--- src/rtl/pipe_stage_skid.sv ---
// Flow-controlled pipeline stage register with a two-entry skid buffer.
// The main entry drives the outputs. The skid entry catches the one extra
// entry that arrives in the cycle before back-pressure becomes visible
// upstream. Because in_ready depends only on registered state, there is
// never a combinational path from out_ready back to in_ready.
module pipe_stage_skid #(
  parameter int DATA_W = 64,
  parameter int RD_W   = 5,
  parameter int CNT_W  = 16
) (
  input  logic              clk,
  input  logic              reset,
  input  logic              flush,
  input  logic              in_valid,
  output logic              in_ready,
  input  logic [DATA_W-1:0] in_data,
  input  logic [RD_W-1:0]   in_rd,
  input  logic              in_regwrite,
  output logic              out_valid,
  input  logic              out_ready,
  output logic [DATA_W-1:0] out_data,
  output logic [RD_W-1:0]   out_rd,
  output logic              out_regwrite,
  output logic              fwd_valid,
  output logic [CNT_W-1:0]  stall_cnt
);

  localparam logic [CNT_W-1:0] CNT_MAX = {CNT_W{1'b1}};

  logic              main_v;
  logic [DATA_W-1:0] main_data;
  logic [RD_W-1:0]   main_rd;
  logic              main_regwrite;

  logic              skid_v;
  logic [DATA_W-1:0] skid_data;
  logic [RD_W-1:0]   skid_rd;
  logic              skid_regwrite;

  logic in_xfer;
  logic out_xfer;
  logic stalled;

  // Handshake decode: readiness comes from registered state only, and the
  // stall condition is a presented entry that downstream refuses.
  always_comb begin
    in_ready = ~skid_v & ~reset;
    in_xfer  = in_valid & in_ready;
    out_xfer = main_v & out_ready;
    stalled  = main_v & ~out_ready;
  end

  // The head entry drives the outputs; regwrite is masked when no entry is
  // present, so that a stale field can never cause a writeback or forward.
  always_comb begin
    out_valid    = main_v;
    out_data     = main_data;
    out_rd       = main_rd;
    out_regwrite = main_v & main_regwrite;
    fwd_valid    = main_v & main_regwrite & (main_rd != '0);
  end

  // Main and skid entries: reset beats flush, and flush beats every transfer.
  always_ff @(posedge clk) begin
    if (reset) begin
      main_v        <= 1'b0;
      main_data     <= '0;
      main_rd       <= '0;
      main_regwrite <= 1'b0;
      skid_v        <= 1'b0;
      skid_data     <= '0;
      skid_rd       <= '0;
      skid_regwrite <= 1'b0;
    end else if (flush) begin
      main_v <= 1'b0;
      skid_v <= 1'b0;
    end else if (!main_v) begin
      if (in_xfer) begin
        main_v        <= 1'b1;
        main_data     <= in_data;
        main_rd       <= in_rd;
        main_regwrite <= in_regwrite;
      end
    end else if (out_xfer) begin
      if (skid_v) begin
        main_data     <= skid_data;
        main_rd       <= skid_rd;
        main_regwrite <= skid_regwrite;
        skid_v        <= 1'b0;
      end else if (in_xfer) begin
        main_data     <= in_data;
        main_rd       <= in_rd;
        main_regwrite <= in_regwrite;
      end else begin
        main_v <= 1'b0;
      end
    end else if (!skid_v && in_xfer) begin
      skid_v        <= 1'b1;
      skid_data     <= in_data;
      skid_rd       <= in_rd;
      skid_regwrite <= in_regwrite;
    end
  end

  // Saturating count of back-pressured cycles. Flush does not clear it,
  // because it measures downstream stalls and not pipeline contents.
  always_ff @(posedge clk) begin
    if (reset) begin
      stall_cnt <= '0;
    end else if (stalled && (stall_cnt != CNT_MAX)) begin
      stall_cnt <= stall_cnt + 1'b1;
    end
  end

endmodule

--- config.mk ---
export PLATFORM = sky130hd
export DESIGN_NAME = pipe_stage_skid
export DESIGN_NICKNAME = d
export VERILOG_FILES = /design/src/rtl/pipe_stage_skid.sv
export SDC_FILE = /design/constraint.sdc
export NUM_CORES = 1
export LEC_CHECK = 0
export BUFFER_PORTS_ARGS = -buffer_cell sky130_fd_sc_hd__clkbuf_2
export CAP_MARGIN = 20
export CORE_UTILIZATION = 26
export CTS_BUF_LIST = sky130_fd_sc_hd__clkbuf_2
export DETAILED_ROUTE_END_ITERATION = 6
export GPL_TIMING_DRIVEN = 0
export HOLD_SLACK_MARGIN = 0.15
export PLACE_DENSITY = 0.46
export SYNTH_ARGS = -nofsm -noshare
export SYNTH_HDL_FRONTEND = slang
export SYNTH_SLANG_ARGS = --single-unit
--- constraint.sdc ---
create_clock -name clk -period 1.65 [get_ports clk]
set_clock_uncertainty 0.05 [all_clocks]
set_input_delay 0.2475 -clock clk [delete_from_list [all_inputs] [get_ports clk]]
set_output_delay 0.2475 -clock clk [all_outputs]
set_load 0.03 [all_outputs]
# Yosys cells after proc, flatten, opt, wreduce, memory -nomap -nowiden
# Cells that the tools add are included.
[word_totals]
reg_bits = 158
input_bits = 75
elab_cells = 50
[classes]
addsub = 1
n_eq_ne = 2
n_mux = 18
n_bitwise = 11
n_reduce_logical = 9
[ops]
columns = ["cell", "count"]
rows = [
  ["64-bit two-way mux", 4],
  ["5-bit two-way mux", 4],
  ["16-bit by 1-bit adder with 16-bit output (second input constant)", 1],
  ["16-bit inequality test (second input constant)", 1],
  ["1-bit two-way mux", 10],
  ["1-bit bitwise AND", 6],
  ["1-bit inverter", 5],
  ["5-bit nonzero test", 1],
  ["2-bit AND reduction", 2],
  ["4-bit AND reduction", 1],
  ["1-bit logical AND", 2],
  ["2-bit by 1-bit inequality test with 1-bit output (second input constant)", 1],
  ["2-bit nonzero test", 1],
  ["2-bit OR reduction", 1],
  ["1-bit zero test", 1],
]

# Longest topological paths before layout
[depth]
ltp_word = 7
depth_mapped = 7
depth_no_buf = 5

# Least setup slack after synthesis
# Ideal clock, no wire load.
[synth_path]
kind = "reg2reg"
start = "register stall_cnt[2]"
end = "register stall_cnt[11]"
arrival_ps = 1941
required_ps = 1479
slack_ps = -462
stages_incl_launch_ff = 5
path_cell_list = "dfxtp_1 -> nand4_1 -> or3_1 -> a2111oi_0 -> mux2_2"
[synth_between]
elab_chain_len = 2
[synth_lines]
columns = ["element", "line_no", "text"]
rows = [
  ["start, declared", "25", "output logic [CNT_W-1:0] stall_cnt"],
  ["start signal, assigned", "111", "stall_cnt <= stall_cnt + 1'b1;"],
  ["branches (longest 2 deep; another with 16-bit by 1-bit adder with 16-bit output)", "--", ""],
]
# Parallel ways; which one is timed is not known.
# A chain may end at the register's enable or synchronous reset.

# Final worst setup path
[layout_path]
start = "register main_rd[0] (netlist: out_rd[0])"
end = "output fwd_valid"
[layout_between]
elab_chain_len = 2
[layout_lines]
columns = ["element", "line_no", "text"]
rows = [
  ["start, declared", "32", "logic [RD_W-1:0] main_rd;"],
  ["start signal, assigned", "81", "main_rd <= in_rd;"],
  ["start signal, assigned", "87", "main_rd <= skid_rd;"],
  ["start signal, assigned", "92", "main_rd <= in_rd;"],
  ["5-bit nonzero test", "60", "fwd_valid = main_v & main_regwrite & (main_rd != '0);"],
  ["1-bit bitwise AND", "60", ""],
  ["end, declared", "24", "output logic fwd_valid,"],
]
# Every way passes these cells.

==> results.md <==
- Status: complete, but fails checks
- Failing checks: negative setup slack
- Clock sinks: 158
- Die height: about 160 um
- Final Hold Vio Count: 0
- CP Capture Point: fwd_valid
- Slowest stage delay, CP: 0.53 ns
- Post-synthesis sequential area ratio: 0.492
- Per-cell routed wire length: 16.8 um
- Tcrit/Tclk final: 1.37
- Reg2reg path depth: 7
- Ys Warns: 0
- Pwr dens: 642 nW/um2
- Pin count of the biggest net entering global routing: 17
- Netlist Area Pre-Place: 6420 um2
- R2r setup slk: -0.31 ns
- Die Wd: 159 um
- RSZ-0062 raised after global routing: true
- Estimated wirelength of the detail-placed design: ~15000 um
- Area of the multi-input gates: 4440 um2
- Final WL: 26000 um
- Simple-gate share of the synthesized area: 0.267
- Adder-Cell Fraction of Synth Area: 0.00195
- Via count: 7501
- Worst-path clk slew: around 0.27 ns
- TritonRoute pass-1 iters: 4
- Area of the core: 24200 um2
- Critical R2R Launch: skid_v$_SDFFE_PP0P_
- Synthesized area per cell: 7.89 um2
- Synth Area in XOR/XNOR: 0
- Syn-to-layout area delta: 101%
- Main combinational cell family by area after synthesis: simple AND/OR/NAND/NOR gates
- CTS Buf Count: 17
- Reg-to-Reg End: out_data[36]$_SDFFE_PP0P_
- Overflow after GRT: 0
- WP data arrival: 1.97 ns
- Row count: 57
- Root buffer cell: clkbuf_2
- Final Hold Slack: 0.236 ns
- PortBufs: 163
- Mux cell area share after synthesis: 0.00701
- Synthesized Nets: 890
- First-pass GRT wire length: 36800 um
- Detail Route Antenna Nets: 0
- Initial antenna violation count: 2
- Initial Util: 0.265
- Finished Core Util: 0.531
- Min-delay worst type: in2reg
- CTS tree: done
- Setup TNS: -34.97 ns
- WS Path Type: reg2out
- Setup violators final: 157
- FF+latch count, synth: 158
- Slowest cell on crit path: or4_4
- Critical path launch point type: flip-flop
- Peak Freq: 0.441 GHz
- Min cycle time layout: 2.27 ns
- Slew @ Worst Pin: 0.933 ns
- Worst VDD drop: 0.000331 V
- Die area: 25300 um2
- Ports: 164
- Critical Path Stages: 3
- Final layout net count: 1282
- Max H-tree Level: 4
- CP top delay family: simple AND/OR/NAND/NOR gates
- Worst Slack Setup Final: -0.616 ns
- Bufs and invs on worst path: 1
- Leakage: 4.87 nW
- Insertion delay to the later sink of the worst-skew pair: 0.74 ns
- Vias in the first global route: 6718
- Max-slew violations: 0
- Remaining DRCs: 0
- Number of standard cells after synthesis: around 810
- Worst slew margin: 0.378
- Post-synthesis compound-gate area fraction: 0.182
- Longest Clk Path Bufs: 2
- Storage cell area: ~3400 um2
- # fillers: between 2000 and 2500
- Cells along the critical path: or4_4 -> o21a_2 -> buf_8
- Cell variety after synth: 38
- GP Congestion: 0.763
- Critical path required time: 1.35 ns
- Share of layout cells above drive strength 1: 0.551
- Worst setup EP type: output port
- Pre-CTS setup slack: -0.698 ns
- Crit path max fanout: 3
- Worst Setup SP: out_rd[0]$_SDFFE_PP0P_
- Vias per cell: 4.86
- DRT iter0 DRCs: 275
- GRT Util Overall: 0.183
- Max-cap viol count: 0
[state kept, by name, summed over array words and instances, names as in the netlist]
signal / count
out_data: 64
skid_data: 64
stall_cnt: 16
out_rd: 5
skid_rd: 5
main_regwrite: 1
out_valid: 1
skid_regwrite: 1
skid_v: 1
[metrics by stage]
| stage | power [mW] | std cells | instance area [um2] |
|---|---|---|---|
| final | 8.27 | 1545 | 12900 |
| after global routing | 8.63 | 1545 | 12900 |
| after CTS | 7.88 | 1461 | 9870 |
| after detailed placement | 4.90 | 1302 | 7860 |
| after global placement | 4.90 | 1301 | 7860 |
| after floorplan | 4.54 | 814 | 6640 |
[repair_timing]
item	CTS	global route
gates cloned	2	20
setup buffers	8	64
pin swaps	4	84
setup endpoints to repair	244	246
gates resized for setup	122	757
hold buffers	117	0
hold endpoints to repair	150	0
[worst reg2reg max path, stage by stage, from the launching register on]
cell and delay, ns:
dfxtp_4 0.41, or3b_4 0.40, a221oi_4 0.30, buf_6 0.16, buf_12 0.16, clkbuf_16 0.18, nor2_4 0.04, a311oi_2 0.20
[Yosys cell counts]
cell type | count | share of area
mux2_2 | 4 | 0.0070
nor4_1 | 4 | 0.0039
a211oi_1 | 1 | 0.0012
a31oi_1 | 2 | 0.0019
inv_1 | 6 | 0.0035
nand2_1 | 215 | 0.13
buf_4 | 3 | 0.0035
a21oi_1 | 79 | 0.062
nor4_2 | 1 | 0.0019
or4_1 | 6 | 0.0070
o31ai_1 | 4 | 0.0047
or3_1 | 5 | 0.0049
dfxtp_1 | 158 | 0.49
or3b_1 | 1 | 0.0014
o21a_1 | 1 | 0.0012
o211ai_1 | 1 | 0.0012
o41ai_1 | 1 | 0.0014
nand4_1 | 3 | 0.0029
ha_1 | 1 | 0.0019
nor3_1 | 1 | 0.00078
nand2b_1 | 2 | 0.0019
nand3b_1 | 1 | 0.0012
buf_2 | 13 | 0.010
a41o_1 | 1 | 0.0016
nor2_1 | 79 | 0.046
a2111oi_0 | 2 | 0.0027
a221oi_2 | 1 | 0.0023
and2_1 | 1 | 0.00097
nand3_1 | 72 | 0.056
clkbuf_1 | 57 | 0.033
nor4b_1 | 2 | 0.0027
o21bai_1 | 1 | 0.0012
nor2b_1 | 5 | 0.0049
and3_1 | 2 | 0.0019
o21ai_0 | 5 | 0.0039
nand4b_1 | 1 | 0.0014
or2_2 | 1 | 0.00097
a311oi_1 | 71 | 0.097
[cell type report]
type | count | share of cell area
inverters | 6 | 0.00175
clock buffers | 18 | 0.00699
diodes | 2 | 0.000389
repair buffers | 374 | 0.284
flip-flops and latches | 158 | 0.260
plain buffers | 72 | 0.0544
multi-input cells | 577 | 0.345
clock inverters | 14 | 0.0165
well taps | 324 | 0.0315
[layer usage]
layer	part of all wire	up-vias	routed length, um	GRT usage
met5	0	-	0	0
met4	0.015	0	385	0.0546
met3	0.035	24	915	0.0294
met2	0.50	150	12900	0.293
met1	0.45	3664	11800	0.253
li1	-	3663	-	-
[power by group]
part | internal, mW | switching (mW)
Combinational | 0.817 | 0.782
Sequential | 3.91 | 0.0983
Clock | 1.16 | 1.51
Total | 5.88 | 2.39
[cells by family after synthesis]
kind of cell,after synthesis
compound gates,170
simple gates,402
flops,158
buf+inv,79
fa+ha+maj,1
mux,4
[worst min-delay path by stage]
| stage | from | end | slack, ns | cells past startpoint |
|---|---|---|---|---|
| 6_report | in_data[24] | out_data[24]$_SDFFE_PP0P_ | 0.24 | 4 |
| 5_1_grt | in_data[14] | out_data[14]$_SDFFE_PP0P_ | 0.14 | 4 |
| 2_1_floorplan | flush | out_valid$_SDFF_PP0_ | 0.26 | 1 |
| 3_3_place_gp | skid_data[29]$_SDFFE_PP0P_ | skid_data[29]$_SDFFE_PP0P_ | 0.40 | 2 |
| 3_5_place_dp | skid_data[48]$_SDFFE_PP0P_ | skid_data[48]$_SDFFE_PP0P_ | 0.40 | 2 |
| 4_1_cts | in_data[15] | out_data[15]$_SDFFE_PP0P_ | 0.15 | 4 |
[cell usage in the layout (no fill, tap or decap), types with 3 or more instances in the layout]
| cell | n |
|---|---|
| a21oi_1 | 9 |
| a21oi_2 | 70 |
| a311oi_1 | 29 |
| a311oi_2 | 42 |
| buf_12 | 17 |
| buf_4 | 70 |
| buf_6 | 71 |
| buf_8 | 28 |
| bufinv_16 | 5 |
| clkbuf_1 | 30 |
| clkbuf_16 | 20 |
| clkbuf_2 | 106 |
| dfxtp_1 | 72 |
| dfxtp_2 | 54 |
| dfxtp_4 | 32 |
| dlygate4sd3_1 | 117 |
| inv_1 | 6 |
| nand2_1 | 144 |
| nand2_2 | 13 |
| nand2_4 | 58 |
| nand3_1 | 72 |
| nand4_1 | 3 |
| nor2_1 | 36 |
| nor2_2 | 4 |
| nor2_4 | 39 |
| nor2b_1 | 5 |
| nor4_4 | 4 |
| o21ai_0 | 3 |
| o31ai_1 | 3 |
| or3_4 | 4 |
| or4_4 | 4 |
No activity file was read; power rests on OpenSTA's default activity.
